### config.mk
export PLATFORM = sky130hd
export DESIGN_NAME = bw_io_impctl_ddr_dncal_fsm_flat
export DESIGN_NICKNAME = d
export VERILOG_FILES = /design/src/rtl/bw_io_impctl_ddr_dncal_fsm_pkg.sv /design/src/rtl/bw_io_impctl_ddr_dncal_fsm_if.sv /design/src/rtl/bw_io_impctl_ddr_dncal_fsm_updn_filt.sv /design/src/rtl/bw_io_impctl_ddr_dncal_fsm.sv /design/src/flat_wrapper.sv
export SDC_FILE = /design/constraint.sdc
export NUM_CORES = 1
export LEC_CHECK = 0
export ABC_AREA = 1
export CAP_MARGIN = 30
export CORE_UTILIZATION = 38
export CTS_CLUSTER_SIZE = 40
export DETAILED_ROUTE_END_ITERATION = 12
export PLACE_DENSITY_LB_ADDON = 0.1
export SYNTH_ARGS = -nofsm -noshare
export SYNTH_HDL_FRONTEND = slang
export SYNTH_SLANG_ARGS = --single-unit
### constraint.sdc
create_clock -name clk -period 3.6 [get_ports clk]
set_clock_uncertainty 0.05 [all_clocks]
set_input_delay 0.72 -clock clk [delete_from_list [all_inputs] [get_ports clk]]
set_output_delay 0.72 -clock clk [all_outputs]
set_load 0.01 [all_outputs]
### src/rtl/bw_io_impctl_ddr_dncal_fsm_pkg.sv
// Shared definitions for the DDR impctl calibration FSMs.
// Used by the pull-down (cbd) sequencer and the future pull-up one.
package bw_io_impctl_defs;

   typedef enum logic [2:0] {
      ST_IDLE      = 3'd0,
      ST_SETTLE    = 3'd1,
      ST_STROBE    = 3'd2,
      ST_WAIT      = 3'd3,
      ST_DECIDE    = 3'd4,
      ST_TRACK_CHK = 3'd5
   } state_e;

   typedef enum logic {
      MODE_SAR   = 1'b0,
      MODE_TRACK = 1'b1
   } mode_e;

   localparam int SETTLE_CYC_DEF = 16;
   localparam int SAMPLE_LAT_DEF = 3;
   localparam int FILT_N_DEF     = 4;

   // Width of a counter that must hold values 0..n.
   function automatic int cnt_w(input int n);
      return (n < 2) ? 1 : $clog2(n + 1);
   endfunction

endpackage

### src/rtl/bw_io_impctl_ddr_dncal_fsm_if.sv
// Sequencer <-> comparator slice bundle: code, enable, strobe
// going out and the registered "above" result coming back.
interface bw_io_impctl_ddr_dncal_fsm_if #(
   parameter int WIDTH = 8
);

   logic [WIDTH-1:0] cbd;
   logic             oe;
   logic             sclk;
   logic             above;

   modport master (
      output cbd,
      output oe,
      output sclk,
      input  above
   );

   modport slave (
      input  cbd,
      input  oe,
      input  sclk,
      output above
   );

endinterface

### src/rtl/bw_io_impctl_ddr_dncal_fsm_updn_filt.sv
// Up/down drift filter: FILT_N consecutive same-direction
// samples produce one step pulse, then both counters restart.
module bw_io_impctl_updn_filt
   import bw_io_impctl_defs::*;
#(
   parameter int FILT_N = FILT_N_DEF
) (
   input  logic clk,
   input  logic reset,
   input  logic clr,
   input  logic sample_stb,
   input  logic above,
   output logic step_up,
   output logic step_dn
);

   localparam int CW = cnt_w(FILT_N);

   logic [CW-1:0] up_q, up_d;
   logic [CW-1:0] dn_q, dn_d;

   // Count runs of same-direction samples; a run of FILT_N fires a step.
   always_comb begin
      up_d    = up_q;
      dn_d    = dn_q;
      step_up = 1'b0;
      step_dn = 1'b0;
      if (clr) begin
         up_d = '0;
         dn_d = '0;
      end else if (sample_stb) begin
         if (above) begin
            dn_d = '0;
            if (up_q == CW'(FILT_N - 1)) begin
               step_up = 1'b1;
               up_d    = '0;
            end else begin
               up_d = up_q + CW'(1);
            end
         end else begin
            up_d = '0;
            if (dn_q == CW'(FILT_N - 1)) begin
               step_dn = 1'b1;
               dn_d    = '0;
            end else begin
               dn_d = dn_q + CW'(1);
            end
         end
      end
   end

   // Counter registers.
   always_ff @(posedge clk) begin
      if (reset) begin
         up_q <= '0;
         dn_q <= '0;
      end else begin
         up_q <= up_d;
         dn_q <= dn_d;
      end
   end

endmodule

### src/rtl/bw_io_impctl_ddr_dncal_fsm.sv
// Pull-down impedance calibration sequencer: SAR search for the
// initial code, then optional filtered +/-1 drift tracking.
module bw_io_impctl_ddr_dncal_fsm
   import bw_io_impctl_defs::*;
#(
   parameter int WIDTH      = 8,
   parameter int SETTLE_CYC = SETTLE_CYC_DEF,
   parameter int SAMPLE_LAT = SAMPLE_LAT_DEF,
   parameter int FILT_N     = FILT_N_DEF
) (
   input  logic clk,
   input  logic reset,
   input  logic cal_start,
   input  logic track_en,
   output logic busy,
   output logic cal_done,
   output logic code_vld,
   output logic sat_hi,
   output logic sat_lo,
   bw_io_impctl_ddr_dncal_fsm_if.master slc
);

   localparam int PW = (WIDTH < 2) ? 1 : $clog2(WIDTH);
   localparam int CMAX = (SETTLE_CYC > SAMPLE_LAT) ? SETTLE_CYC
                                                    : SAMPLE_LAT;
   localparam int CW = cnt_w(CMAX);

   state_e           state_q, state_d;
   mode_e            mode_q, mode_d;
   logic [CW-1:0]    cnt_q, cnt_d;
   logic [PW-1:0]    ptr_q, ptr_d;
   logic [WIDTH-1:0] cbd_q, cbd_d;
   logic             done_q, done_d;
   logic             vld_q, vld_d;
   logic             sat_hi_q, sat_hi_d;
   logic             sat_lo_q, sat_lo_d;

   logic             filt_clr;
   logic             filt_stb;
   logic             step_up;
   logic             step_dn;

   assign filt_clr = (state_q == ST_IDLE) && cal_start;
   assign filt_stb = (state_q == ST_DECIDE) && (mode_q == MODE_TRACK);

   bw_io_impctl_updn_filt #(
      .FILT_N (FILT_N)
   ) u_filt (
      .clk        (clk),
      .reset      (reset),
      .clr        (filt_clr),
      .sample_stb (filt_stb),
      .above      (slc.above),
      .step_up    (step_up),
      .step_dn    (step_dn)
   );

   // Next-state and datapath: settle, strobe, wait, then decide.
   always_comb begin
      logic [WIDTH-1:0] trial;
      logic [PW-1:0]    nxt_ptr;

      state_d  = state_q;
      mode_d   = mode_q;
      cnt_d    = cnt_q;
      ptr_d    = ptr_q;
      cbd_d    = cbd_q;
      done_d   = 1'b0;
      vld_d    = vld_q;
      sat_hi_d = sat_hi_q;
      sat_lo_d = sat_lo_q;
      trial    = cbd_q;
      nxt_ptr  = ptr_q - PW'(1);

      unique case (state_q)
         ST_IDLE: begin
            if (cal_start) begin
               vld_d    = 1'b0;
               sat_hi_d = 1'b0;
               sat_lo_d = 1'b0;
               cbd_d    = {1'b1, {(WIDTH-1){1'b0}}};
               ptr_d    = PW'(WIDTH - 1);
               mode_d   = MODE_SAR;
               cnt_d    = '0;
               state_d  = ST_SETTLE;
            end
         end
         ST_SETTLE: begin
            if (cnt_q == CW'(SETTLE_CYC - 1)) begin
               cnt_d   = '0;
               state_d = ST_STROBE;
            end else begin
               cnt_d = cnt_q + CW'(1);
            end
         end
         ST_STROBE: begin
            cnt_d   = '0;
            state_d = ST_WAIT;
         end
         ST_WAIT: begin
            if (cnt_q == CW'(SAMPLE_LAT - 1)) begin
               cnt_d   = '0;
               state_d = ST_DECIDE;
            end else begin
               cnt_d = cnt_q + CW'(1);
            end
         end
         ST_DECIDE: begin
            if (mode_q == MODE_SAR) begin
               if (!slc.above) begin
                  trial[ptr_q] = 1'b0;
               end
               if (ptr_q != '0) begin
                  trial[nxt_ptr] = 1'b1;
                  ptr_d          = nxt_ptr;
                  state_d        = ST_SETTLE;
               end else begin
                  done_d   = 1'b1;
                  vld_d    = 1'b1;
                  sat_hi_d = (&trial) && slc.above;
                  sat_lo_d = (~|trial) && !slc.above;
                  state_d  = ST_TRACK_CHK;
               end
               cbd_d = trial;
            end else begin
               if (step_up) begin
                  if (&cbd_q) begin
                     sat_hi_d = 1'b1;
                  end else begin
                     cbd_d    = cbd_q + WIDTH'(1);
                     sat_hi_d = 1'b0;
                     sat_lo_d = 1'b0;
                  end
               end else if (step_dn) begin
                  if (cbd_q == '0) begin
                     sat_lo_d = 1'b1;
                  end else begin
                     cbd_d    = cbd_q - WIDTH'(1);
                     sat_hi_d = 1'b0;
                     sat_lo_d = 1'b0;
                  end
               end
               state_d = ST_TRACK_CHK;
            end
         end
         ST_TRACK_CHK: begin
            if (track_en) begin
               mode_d  = MODE_TRACK;
               // This cycle already counts as settle time for
               // the code, keeping a tracking sample the same
               // length as a SAR bit.
               cnt_d   = CW'(1);
               state_d = ST_SETTLE;
            end else begin
               state_d = ST_IDLE;
            end
         end
         default: begin
            state_d = ST_IDLE;
         end
      endcase
   end

   // State and datapath registers, synchronous reset.
   always_ff @(posedge clk) begin
      if (reset) begin
         state_q  <= ST_IDLE;
         mode_q   <= MODE_SAR;
         cnt_q    <= '0;
         ptr_q    <= '0;
         cbd_q    <= '0;
         done_q   <= 1'b0;
         vld_q    <= 1'b0;
         sat_hi_q <= 1'b0;
         sat_lo_q <= 1'b0;
      end else begin
         state_q  <= state_d;
         mode_q   <= mode_d;
         cnt_q    <= cnt_d;
         ptr_q    <= ptr_d;
         cbd_q    <= cbd_d;
         done_q   <= done_d;
         vld_q    <= vld_d;
         sat_hi_q <= sat_hi_d;
         sat_lo_q <= sat_lo_d;
      end
   end

   assign slc.cbd  = cbd_q;
   assign slc.oe   = (state_q != ST_IDLE);
   assign slc.sclk = (state_q == ST_STROBE);
   assign busy     = (state_q != ST_IDLE);
   assign cal_done = done_q;
   assign code_vld = vld_q;
   assign sat_hi   = sat_hi_q;
   assign sat_lo   = sat_lo_q;

endmodule

### src/flat_wrapper.sv
// flat-port wrapper written by rule: the top's interface ports become plain ports
module bw_io_impctl_ddr_dncal_fsm_flat import bw_io_impctl_defs::*;
#(
   parameter int WIDTH      = 8,
   parameter int SETTLE_CYC = SETTLE_CYC_DEF,
   parameter int SAMPLE_LAT = SAMPLE_LAT_DEF,
   parameter int FILT_N     = FILT_N_DEF
)
  (clk, reset, cal_start, track_en, busy, cal_done, code_vld, sat_hi, sat_lo, slc_cbd, slc_oe, slc_sclk, slc_above);
  bw_io_impctl_ddr_dncal_fsm_if #(.WIDTH(WIDTH)) slc_i ();
  input  logic clk;
  input  logic reset;
  input  logic cal_start;
  input  logic track_en;
  output logic busy;
  output logic cal_done;
  output logic code_vld;
  output logic sat_hi;
  output logic sat_lo;
  output wire logic [$bits(slc_i.cbd)-1:0] slc_cbd;
  output wire logic [$bits(slc_i.oe)-1:0] slc_oe;
  output wire logic [$bits(slc_i.sclk)-1:0] slc_sclk;
  input wire logic [$bits(slc_i.above)-1:0] slc_above;
  assign slc_cbd = slc_i.cbd;
  assign slc_oe = slc_i.oe;
  assign slc_sclk = slc_i.sclk;
  assign slc_i.above = slc_above;
  bw_io_impctl_ddr_dncal_fsm #(.WIDTH(WIDTH), .SETTLE_CYC(SETTLE_CYC), .SAMPLE_LAT(SAMPLE_LAT), .FILT_N(FILT_N)) u_core (.clk(clk), .reset(reset), .cal_start(cal_start), .track_en(track_en), .busy(busy), .cal_done(cal_done), .code_vld(code_vld), .sat_hi(sat_hi), .sat_lo(sat_lo), .slc(slc_i));
endmodule
### Yosys cells after proc, flatten, opt, wreduce, memory -nomap -nowiden

Index checks and enable logic that the tools add are counted.

| operators by class | value |
|---|---|
| add/sub/neg operators | 6 |
| multiply operators | 0 |
| divide/modulo/power cells | 0 |
| $lt $le $gt $ge | 4 |
| eq/ne operators | 20 |
| shifts and indexed selects | 0 |
| multiplexer cells | 64 |
| bitwise gates (word level) | 4 |
| reduce and logical (&&, ||, !) cells | 28 |

Operators by type and width:

| cell | number |
|---|---|
| 2-to-1 mux 8 bit | 10 |
| 2-to-1 mux 3 bit | 12 |
| 2-to-1 mux 1 bit | 28 |
| case mux 5 bit (5 select lines) | 1 |
| 2-to-1 mux 5 bit | 4 |
| case mux 3 bit (6 select lines) | 1 |
| case mux 8 bit (2 select lines) | 1 |
| AND reduction 8 bit | 2 |
| AND reduction 5 bit | 3 |
| equality test 3 x 2 -> 1 bit, second input constant | 4 |
| != test 4 bit, second input constant | 3 |
| != test 2 bit, second input constant | 5 |
| AND reduction 3 bit | 3 |
| adder 8 x 1 -> 8 bit, second input constant | 1 |
| bitwise AND 8 bit | 1 |
| zero test 8 bit | 1 |
| < comparator 3 x 4 -> 1 bit, second input constant | 2 |
| NOT 8 bit | 1 |
| bitwise OR 8 bit | 1 |
| case mux 1 bit (2 select lines) | 4 |
| AND reduction 4 bit | 2 |
| OR reduction 8 bit | 1 |
| subtractor 8 x 1 -> 8 bit, second input constant | 1 |
| adder 3 x 1 -> 3 bit, second input constant | 2 |
| 20 further kinds | 32 |

| storage, ports and cells | value |
|---|---|
| register bits | 30 |
| bits in latches | 0 |
| bits in writable memories | 0 |
| memory bits (read-only) | 0 |
| word-level logic and storage cells | 137 |
| memories kept | 0 |

### Logic depth before layout (Yosys ltp)

Gate-level depths: netlist of the first run.

| depth | value |
|---|---|
| depth in word-level cells | 15 |
| mapped depth | 16 |
| depth with buffers taken out | 16 |

### Hierarchy

From an unflattened synthesis of the first run, not the netlist that was laid out.

| second synthesis, totals | value |
|---|---|
| cells, all modules | 368 |
| area, all modules | 2374.8 sq um |

Modules (own cells, without submodules):

| module | times used | cells an instance | area each (sq um) | sequential area each (sq um) |
|---|---|---|---|---|
| bw_io_impctl_ddr_dncal_fsm | 1 | 326 | 2075.7 | 480.5 |
| bw_io_impctl_updn_filt | 1 | 42 | 299.0 | 120.1 |

### Worst setup path before layout of the first run

Ideal clock, no wire load.

| path | value |
|---|---|
| kind | input-to-reg |
| from | input slc_above |
| to | register u_core.cbd_q[7], in the netlist u_core.slc.cbd[7] |
| setup time | 66 ps |
| data arrival time | 2282 ps |
| required time | 3484 ps |
| setup slack | 1202 ps |
| stages on the path | 13 |
| path buffers | 1 |
| cell sequence | buf_4 -> nand3_1 -> nor2_4 -> inv_1 -> ha_1 -> inv_1 -> nand2_1 -> nand2_1 -> o21ai_0 -> inv_1 -> nand2_1 -> nand3_1 -> a21oi_2 |

| on the way | value |
|---|---|
| word-level cells in the longest chain between the ends | 7 |
| elaborated cells on any way between the ends | 18 |
| those cells by class | eq/ne: 3; mux: 13; bitwise: 1; reduce/logical: 1 |

Ends and longest elaborated chain:

| what | line | RTL |
|---|---|---|
| from (decl) | flat_wrapper.sv:23 | `input wire logic [$bits(slc_i.above)-1:0] slc_above;` |
| 2-to-1 mux 8 bit | bw_io_impctl_ddr_dncal_fsm.sv:110 | `if (!slc.above) begin` |
| 2-to-1 mux 8 bit | bw_io_impctl_ddr_dncal_fsm.sv:109 | `if (mode_q == MODE_SAR) begin` |
| 2-to-1 mux 8 bit | bw_io_impctl_ddr_dncal_fsm.sv:75 | `unique case (state_q)` |
| bitwise OR 8 bit (no source line) | n/a |  |
| 2-to-1 mux 8 bit | bw_io_impctl_ddr_dncal_fsm.sv:113 | `if (ptr_q != '0) begin` |
| 2-to-1 mux 8 bit | bw_io_impctl_ddr_dncal_fsm.sv:109 |  |
| case mux 8 bit (2 select lines) | bw_io_impctl_ddr_dncal_fsm.sv:75 |  |
| to (signal assigned) | bw_io_impctl_ddr_dncal_fsm.sv:171 | `cbd_q <= '0;` |
| to (signal assigned) | bw_io_impctl_ddr_dncal_fsm.sv:181 | `cbd_q <= cbd_d;` |
| to (decl) | bw_io_impctl_ddr_dncal_fsm.sv:32 | `logic [WIDTH-1:0] cbd_q, cbd_d;` |

Several ways; a longest one is shown, not always the timed one. The select of a mux whose other input is x is not followed.
A chain may end at the register's enable or synchronous reset.

### Worst setup path after layout of the first run

Ends and elaborated chain as after synthesis.

==> results.py, run 1 <==
metrics = {
    "status": {
        "status": "completed",
    },
    "timing": {
        "report.final.slew_viol_count": 0,
        "setup_tns_ns": 0,
        "finalCritPeriodShare_pct": 75.22,
        "setup_viol": 0,
        "slew_headroom_pct": 66.62,
        "clock.fmax_mhz": 369.3,
        "rsz0062_at_grt": "no",
        "finalCriticalPeriod_ns": 2.708,
        "tightest_slew_ns": 0.5000,
        "finalHoldViolations": 0,
    },
    "global_routing": {
        "grtUsageTotal_pct": 20.94,
        "grt_util_met3_pct": 3.523,
        "antenna_found_initial": 0,
        "grt_max_degree": 19,
        "grt.busiest_layer": "met2",
        "grtUsageMet1_pct": 27.12,
        "use_met2_pct": 33.85,
        "overflow": 0,
        "grt_pass1_wl_um": 10360,
        "grt_pass1_vias": 2232,
    },
    "power": {
        "swShare_pct": 37.10,
        "p_seq_share_pct": 38.4,
        "intPower_uw": 640.1,
        "pwr-share-comb_pct": 33.1,
        "p_leak_uw": 0.001240,
        "p_clk_share_pct": 28.5,
        "p_per_area_nw_per_um2": 379.5,
        "ir_drop_v": 0.0001488,
        "p_sw_uw": 377.5,
    },
    "clocking": {
        "clk_latency_ns": 0.28,
        "holdBufCountCts": 0,
        "cts_setup_buffers": 0,
        "cts.sinks": 30,
        "cts_tree": "yes",
        "clk_pin_slew_ns": 0.07,
        "cts_resized": 0,
        "clk_path_buf_depth": 2,
        "numCtsBuffers": 5,
        "cts_max_level": 2,
        "clockRootBuffer": "clkbuf_8",
    },
    "critical_path": {
        "cp_cell_sequence": "clkdlybuf4s50_1 > nand3_1 > nor2_4 > inv_1 > ha_1 > nand2_1 > inv_1 > nand2_1 > o21ai_0 > inv_1 > nand2_1 > nand3_1 > a21oi_2",
        "crit_required_ns": 3.78,
        "rr_worst_depth": 12,
        "arrival_ns": 2.88,
        "max_stage_delay_ns": 0.48,
        "path_class": "input pin to flip-flop",
        "cp-start-kind": "input pin",
        "worst_setup_path_end_kind": "flip-flop",
        "crit_family": "buffers and inverters",
        "path_max_fanout": 6,
        "critPathSlowestCell": "clkdlybuf4s50_1",
        "reg2reg_from": "u_core.mode_q",
        "critPathBufInv": 4,
        "cp_num_cells": 13,
        "critical_path.startpoint": "slc_above",
    },
    "drt": {
        "drtAntennaViolNets": 0,
        "drt_iter0_markers": 132,
        "drc_errors": 0,
        "wl_per_cell_um": 12.86,
        "via_per_inst": 4.921,
        "drt-total-wl_um": 6056,
        "routed-via-count": 2318,
        "first_pass_iters": 5,
    },
    "job": {
        "maxCapViolCount": 0,
    },
    "layout": {
        "fillerInstances": 648,
        "final_cell_mix": "nand2_1 (92), inv_1 (56), nor2_1 (54), nand3_1 (36), dfxtp_1 (30)",
        "diodes": 0,
        "fin_area_um2": 2681,
        "layout_commonest_cell": "nand2_1",
        "fin_nets": 415,
        "area_growth_pct": 15.34,
        "drive_above_1_share_pct": 8.081,
    },
    "floorplan": {
        "die_w_um": 80.22,
        "initial_core_util_pct": 39.26,
        "die-area_um2": 6434,
        "rows": 28,
        "fp.coreArea_um2": 5921,
        "die_y_um": 80.22,
        "io_pins": 20,
    },
    "synthesis": {
        "synth-seq-area-share_pct": 25.83,
        "ys_types": 31,
        "synth_edf_count": 0,
        "syn-num-nets": 393,
        "synth_seq_cells": 30,
        "syn_area_um2": 2325,
        "ys.flop_type": "dfxtp_1",
        "syn_area_per_cell_um2": 6.233,
        "syn_inst": 373,
        "async_reset_ff_share_pct": 0,
        "yosysWarnings": 0,
    },
    "min_path": {
        "min-delay-start": "u_core.u_filt.dn_q[2]",
        "whs_path_depth": 2,
        "hp-class": "flip-flop to flip-flop",
    },
    "placed_design": {
        "io_buffers": 19,
        "post-dp-hpwl_um": 4604,
        "place_area_um2": 2590,
        "gp_congestion": 0.8982,
    },
}
## through the flow
step,instances,utilization [%],power (uW),setup slack (ns),hold slack (ns)
after floorplan,373,-,633.0,1.202,0.3852
after global placement,463,43.74,735.7,0.6559,0.3987
after detailed placement,463,43.74,734.4,0.6032,0.4049
after CTS,471,45.29,1026,0.8827,0.4141
after global routing,471,45.29,1094,0.6915,0.4322
final,471,45.29,1018,0.8921,0.4097
## power groups by stage
| stage | clock network, uW | registers, uW | logic [uW] |
|---|---|---|---|
| 3_3_place_gp | 0 | 398 | 338 |
| 2_1_floorplan | 0 | 392 | 241 |
| 6_report | 290 | 391 | 337 |
| 3_5_place_dp | 0 | 398 | 336 |
| 5_1_grt | 313 | 395 | 386 |
| 4_1_cts | 297 | 391 | 338 |
## synth_stat cells, types with 2 or more instances
cell / n / share of area (%)
buf_4: 3 / 0.97
nor2_1: 54 / 8.7
nand2_1: 92 / 15
dfxtp_1: 30 / 26
o21ai_1: 3 / 0.65
nand4_1: 6 / 1.6
nand2_4: 3 / 1.5
nor2_4: 4 / 1.9
a31oi_1: 3 / 0.81
a211oi_1: 3 / 0.97
nand2_2: 5 / 1.3
o211ai_1: 2 / 0.65
a221oi_1: 2 / 0.75
clkbuf_1: 3 / 0.48
nand3b_1: 3 / 0.97
nor3_1: 6 / 1.3
nand3_1: 36 / 7.8
a21oi_2: 5 / 1.9
a21oi_1: 14 / 3.0
o21ai_0: 15 / 3.2
inv_1: 56 / 9.0
ha_1: 14 / 7.5
inv_2: 3 / 0.48
## final cells by class
| class | count | area, um2 | share of cell area, % |
|---|---|---|---|
| multi-input cells | 278 | 1469 | 54.78 |
| flip-flops and latches | 30 | 600.6 | 22.40 |
| inverters | 59 | 221.5 | 8.259 |
| repair buffers | 21 | 205.2 | 7.653 |
| well taps | 75 | 93.84 | 3.500 |
| clock buffers | 7 | 86.33 | 3.220 |
| clock inverters | 1 | 5.005 | 0.1867 |
## state kept, by name, summed over array words and instances (netlist names)
name and cells:
u_core.cal_done 1, u_core.cnt_q 5, u_core.code_vld 1, u_core.mode_q 1, u_core.ptr_q 3, u_core.sat_hi 1
u_core.sat_lo 1, u_core.slc.cbd 8, u_core.state_q 3, u_core.u_filt.dn_q 3, u_core.u_filt.up_q 3
## worst paths after layout
path	to	slack, ns
max	u_core.slc.cbd[7]	0.89
max reg2reg	u_core.slc.cbd[7]	1.07
min reg2reg	u_core.u_filt.dn_q[2]	0.41
min	u_core.u_filt.dn_q[2]	0.41
## metal layers
| layer | part of all wire (%) | routed length [um] |
|---|---|---|
| met5 | 0 | 0 |
| met4 | 1.1 | 65 |
| met3 | 2.6 | 159 |
| met2 | 44 | 2691 |
| met1 | 52 | 3140 |
## cells by family (layout without fill, tap and decap cells)
| logic type | count (synthesis) | in the layout | share of synthesized area (%) |
|---|---|---|---|
| AND/OR/NAND/NOR | 211 | 211 | 40.96 |
| buffers and inverters | 65 | 88 | 10.98 |
| AO/OA/AOI/OAI | 51 | 51 | 13.46 |
| flip-flops | 30 | 30 | 25.83 |
| adder cells (fa/ha/maj) | 15 | 15 | 8.396 |
| XOR/XNOR | 1 | 1 | 0.3768 |
## tightest hold or removal path, delay by kind of cell, from the launching register on
kind	cells	cell delay, ns
flip-flops	1	0.31
AND/OR/NAND/NOR	1	0.04
AO/OA/AOI/OAI	1	0.06
Note: power is estimated with default switching activity, not from simulation.
==> run 2, diff against run 1 <==
Clock period 3.6 ns to 2.6 ns, I/O delays scaled along.
==> run 2 against run 1 <==
  * First-iteration DRC count increased by 20%
  * Worst setup slack got worse by 0.67 ns
  * Global-route usage increased by 0.077 points
  * Critical endpoint unchanged
  * Largest power group unchanged
==> results.py, run 2 (synthesis results as in run 1) <==
metrics = {
    "status": {
        "status": "completed",
    },
    "clocking": {
        "cts_tree": "yes",
        "numCtsBuffers": 5,
        "clk_latency_ns": 0.29,
        "cts_resized": 0,
        "cts_setup_buffers": 0,
        "clockRootBuffer": "clkbuf_8",
        "cts_max_level": 2,
        "holdBufCountCts": 0,
        "cts.sinks": 30,
        "clk_pin_slew_ns": 0.07,
        "clk_path_buf_depth": 2,
    },
    "layout": {
        "largest_reg_flops": 8,
        "final_cell_mix": "nand2_1 (92), inv_1 (56), nor2_1 (54), nand3_1 (36), dfxtp_1 (30)",
        "diodes": 0,
        "area_growth_pct": 18.08,
        "layout_commonest_cell": "nand2_1",
        "layout.cells.non_filler": 479,
        "drive_above_1_share_pct": 10.15,
        "fin_nets": 423,
    },
    "drt": {
        "drc_errors": 0,
        "routed-via-count": 2348,
        "drt-total-wl_um": 6076,
        "drt_iter0_markers": 158,
        "drtAntennaViolNets": 0,
        "first_pass_iters": 5,
        "via_per_inst": 4.902,
        "wl_per_cell_um": 12.68,
    },
    "power": {
        "ir_drop_v": 0.0002519,
        "p_per_area_nw_per_um2": 517.3,
        "p_leak_uw": 0.001276,
        "p_total_uw": 1420,
    },
    "critical_path": {
        "critPathSlowestCell": "clkdlybuf4s50_1",
        "arrival_ns": 2.51,
        "worst_setup_path_end_kind": "flip-flop",
        "critPathBufInv": 3,
        "path_class": "input pin to flip-flop",
        "crit_top_cell": "nand2_1",
        "cp-start-kind": "input pin",
        "cp_cell_sequence": "clkdlybuf4s50_1 > nand3_1 > nor2_4 > inv_1 > ha_1 > nand2_1 > nand2_1 > a21oi_1 > o21ai_0 > inv_1 > nand2_1 > nand3_1 > a21oi_2",
        "crit_family": "buffers and inverters",
        "path_max_fanout": 6,
        "max_stage_delay_ns": 0.48,
        "crit_required_ns": 2.73,
    },
    "placed_design": {
        "placed_cells": 471,
        "gp_congestion": 0.9153,
        "io_buffers": 19,
        "post-dp-hpwl_um": 4671,
    },
    "job": {
        "maxCapViolCount": 0,
    },
    "global_routing": {
        "grt_pass1_wl_um": 10300,
        "grtUsageTotal_pct": 21.01,
        "grt_max_degree": 18,
        "use_met2_pct": 36.24,
        "grtUsageMet1_pct": 26.38,
        "overflow": 0,
        "grt_pass1_vias": 2198,
        "antenna_found_initial": 0,
        "grt.busiest_layer": "met2",
        "grt_util_met3_pct": 3.409,
    },
    "floorplan": {
        "rows": 28,
        "io_pins": 20,
        "initial_core_util_pct": 39.26,
        "fp.coreArea_um2": 5921,
        "die_y_um": 80.22,
        "die-area_um2": 6434,
        "die_w_um": 80.22,
    },
    "timing": {
        "tightest_slew_ns": 0.3989,
        "report.final.slew_viol_count": 0,
        "slew_headroom_pct": 73.37,
        "finalCriticalPeriod_ns": 2.378,
        "rsz0062_at_grt": "no",
        "clock.fmax_mhz": 420.6,
        "finalHoldViolations": 0,
        "finalCritPeriodShare_pct": 91.45,
        "setup_viol": 0,
    },
    "min_path": {
        "hp-class": "flip-flop to flip-flop",
    },
}
run 2: changes by cell type in the layout (fill, tap and decap cells not counted), sizes merged:
cell | before | now
buf | 2 | 10
clkbuf | 7 | 6
clkinvlp | 0 | 1
run 2: stage by stage:
stage / hold slack [ns] / cell area (um2) / setup TNS (ns) / utilization (%) / setup WS [ns]
after floorplan: 0.3852 / 2325 / 0 / - / 0.4024
after global placement: 0.3982 / 2650 / -0.03604 / 44.76 / -0.03604
after detailed placement: 0.3999 / 2650 / -0.04118 / 44.76 / -0.04118
after CTS: 0.4097 / 2745 / 0 / 46.37 / 0.2506
after global routing: 0.4352 / 2745 / 0 / 46.37 / 0.04194
final: 0.4069 / 2745 / 0 / 46.37 / 0.2223
run 2: per-layer routing:
| layer | share of wire (%) | wire length [um] |
|---|---|---|
| met5 | 0 | 0 |
| met4 | 1.7 | 105 |
| met3 | 3.8 | 228 |
| met2 | 46 | 2802 |
| met1 | 48 | 2939 |
run 2: final cells by class:
cell class,count,area (um2)
clock buffer,6,82.58
clock inverter,2,12.51
fill,650,3176
inverter,59,221.5
multi-input combinational,278,1469
sequential,30,600.6
tap,75,93.84
timing repair buffer,29,265.3
run 2: final timing paths:
| check | slack, ns | start | end | cells past startpoint |
|---|---|---|---|---|
| hold / removal | 0.41 | u_core.u_filt.dn_q[2] | u_core.u_filt.dn_q[2] | 2 |
| hold reg to reg | 0.41 | u_core.u_filt.dn_q[2] | u_core.u_filt.dn_q[2] | 2 |
| setup / recovery | 0.22 | slc_above | u_core.slc.cbd[7] | 13 |
| setup reg to reg | 0.37 | u_core.u_filt.up_q[0] | u_core.slc.cbd[7] | 13 |
run 2: power breakdown:
group | internal [uW] | total (uW) | leakage [uW] | switching (uW)
registers | 491 | 539 | 0.000244 | 47.4
logic | 184 | 474 | 0.000985 | 290
clock network | 213 | 407 | 0.0000472 | 195
run 2: worst reg2reg max path, delay by kind of cell, from the launching register on:
| kind | cells | cell delay, ns |
|---|---|---|
| compound gates | 3 | 0.36 |
| fa+ha+maj | 2 | 0.56 |
| buf+inv | 2 | 0.19 |
| flops | 1 | 0.36 |
| simple gates | 6 | 0.62 |
==> run 3, diff against run 2 <==
Settings changed: GPL_TIMING_DRIVEN from default to 0.
==> run 3 against run 2 <==
  * Maximum frequency up 2.1%
  * Hold slack is essentially flat
  * Combinational power about the same
  * Clock power shrank 14%
  * Via count up 1.4%
  * Wire length fell by 1.2%
  * First-iteration DRC count shrank 47%
  * Sequential share of layout area increased by 0.59 points
==> results.py, run 3 (synthesis results as in run 1) <==
metrics = {
    "drt": {
        "drc_errors": 0,
        "drtAntennaViolNets": 0,
        "routed-via-count": 2382,
        "drt_iter0_markers": 83,
        "wl_per_cell_um": 12.69,
        "via_per_inst": 5.036,
        "drt-total-wl_um": 6004,
        "first_pass_iters": 4,
    },
    "critical_path": {
        "r2r_end": "u_core.slc.cbd[4]",
        "crit_family": "buffers and inverters",
        "reg2reg_from": "u_core.state_q[0]",
        "arrival_ns": 1.76,
        "worst_setup_path_end_kind": "output pin",
        "critical_path.startpoint": "u_core.state_q[1]",
        "crit_required_ns": 2.03,
        "critPathSlowestCell": "clkdlybuf4s50_1",
        "r2r_slack_ns": 0.33,
        "cp_cell_sequence": "inv_1 > nor3_1 > clkdlybuf4s50_1",
        "cp-start-kind": "flip-flop",
        "cp_num_cells": 3,
        "rr_worst_depth": 16,
        "path_class": "flip-flop to output pin",
        "cp-endpoint": "slc_sclk",
        "critPathBufInv": 2,
        "path_max_fanout": 5,
        "max_stage_delay_ns": 0.61,
    },
    "placed_design": {
        "gp_congestion": 0.9388,
        "post-dp-hpwl_um": 4639,
        "io_buffers": 17,
    },
    "floorplan": {
        "die-area_um2": 6434,
        "io_pins": 20,
        "fp.coreArea_um2": 5921,
        "die_y_um": 80.22,
        "die_w_um": 80.22,
        "initial_core_util_pct": 39.26,
        "rows": 28,
    },
    "clocking": {
        "clk_path_buf_depth": 2,
        "holdBufCountCts": 0,
        "clk_pin_slew_ns": 0.06,
        "clk_latency_ns": 0.28,
        "clockRootBuffer": "clkbuf_8",
        "cts_tree": "yes",
        "cts_max_level": 2,
        "cts.sinks": 30,
        "numCtsBuffers": 5,
    },
    "global_routing": {
        "grt_pass1_wl_um": 10070,
        "grt_pass1_vias": 2192,
        "antenna_found_initial": 0,
        "overflow": 0,
        "grtUsageTotal_pct": 20.45,
        "grt_max_degree": 11,
    },
    "job": {
        "maxCapViolCount": 0,
    },
    "timing": {
        "setup_tns_ns": 0,
        "finalHoldViolations": 0,
        "tightest_slew_ns": 0.5591,
        "finalCriticalPeriod_ns": 2.328,
        "report.final.slew_viol_count": 0,
        "rsz0062_at_grt": "no",
        "slew_headroom_pct": 62.73,
        "clock.fmax_mhz": 429.5,
        "finalCritPeriodShare_pct": 89.54,
        "setup_viol": 0,
    },
    "layout": {
        "fin_nets": 418,
        "final_cell_mix": "nand2_1 (92), inv_1 (56), nor2_1 (54), nand3_1 (36), dfxtp_1 (30)",
        "largest_reg_flops": 8,
        "fillerInstances": 653,
        "drive_above_1_share_pct": 8.040,
        "diodes": 0,
        "layout_commonest_cell": "nand2_1",
        "area_growth_pct": 14.96,
    },
    "status": {
        "status": "completed",
    },
    "min_path": {
        "hp-class": "flip-flop to flip-flop",
    },
    "power": {
        "p_per_area_nw_per_um2": 510.7,
        "p_leak_uw": 0.001237,
        "ir_drop_v": 0.0003478,
        "p_total_uw": 1365,
    },
}
## run 3: cell count changes in the layout (fill, tap and decap cells not counted), sizes merged
cell / before / now
buf: 10 / 4
clkbuf: 6 / 10
clkdlybuf4s50: 19 / 17
clkinv: 1 / 0
clkinvlp: 1 / 0
## run 3: per-layer routing
| layer | up-vias | part of all wire (%) | track usage, % | wire length [um] |
|---|---|---|---|---|
| met2 | 41 | 46 | 34.87 | 2787 |
| li1 | 1254 | - | - | - |
| met4 | 0 | 1.6 | 6.607 | 97 |
| met5 | - | 0 | 0 | 0 |
| met1 | 1075 | 49 | 25.99 | 2930 |
| met3 | 12 | 3.1 | 3.409 | 189 |
## run 3: cell type report
| class | count | area (um2) | share of cell area [%] |
|---|---|---|---|
| Tap cell | 75 | 93.84 | 3.511 |
| Clock buffer | 7 | 76.32 | 2.856 |
| Timing Repair Buffer | 18 | 177.7 | 6.648 |
| Multi-Input combinational cell | 278 | 1469 | 54.96 |
| Buffer | 6 | 33.78 | 1.264 |
| Inverter | 59 | 221.5 | 8.287 |
| Sequential cell | 30 | 600.6 | 22.47 |
## run 3: worst min path at each step
stage | from | endpoint | slack (ns) | depth (start not counted)
after floorplan | u_core.u_filt.dn_q[2] | u_core.u_filt.dn_q[2] | 0.39 | 2
after global placement | u_core.u_filt.dn_q[2] | u_core.u_filt.dn_q[2] | 0.40 | 2
after detailed placement | u_core.u_filt.dn_q[2] | u_core.u_filt.dn_q[2] | 0.40 | 2
after CTS | u_core.u_filt.dn_q[2] | u_core.u_filt.dn_q[2] | 0.41 | 2
after global routing | u_core.u_filt.dn_q[2] | u_core.u_filt.dn_q[2] | 0.43 | 2
final | u_core.u_filt.dn_q[2] | u_core.u_filt.dn_q[2] | 0.41 | 2
## run 3: report_power, final
part           total, uW  internal [uW]  switching [uW]
Combinational        473            184             289
Clock                351            184             167
Sequential           540            492            48.3
Total               1360            860             505
## run 3: metrics by stage
stage	setup slack [ns]	hold WS, ns	area [um2]	util (%)	cells
after floorplan	0.4024	0.3852	2325	-	373
after global placement	0.07293	0.3978	2589	43.72	465
after detailed placement	0.08531	0.4018	2589	43.72	465
after CTS	0.1670	0.4104	2665	45.01	472
after global routing	0.06450	0.4282	2673	45.14	473
final	0.2719	0.4068	2673	45.14	473
## run 3: worst register-to-register path: stages (launching register included)
cell and delay (ns):
dfxtp_1 0.37, nor2_4 0.20, nand3_4 0.19, nor2_4 0.18, inv_1 0.14, ha_1 0.37
nand2_1 0.07, inv_1 0.07, nand2_1 0.07, nand2_1 0.06, nand2_1 0.05, nand2_1 0.06
nand2_1 0.05, nand3_1 0.10, nand2_1 0.05, nand2_1 0.06, nor2_1 0.04
## run 3: repair_timing
action / CTS / global route
hold endpoints to repair: 0 / 0
buffers inserted: 0 / 1
setup endpoints to repair: 0 / 3
gates resized for setup: 0 / 1
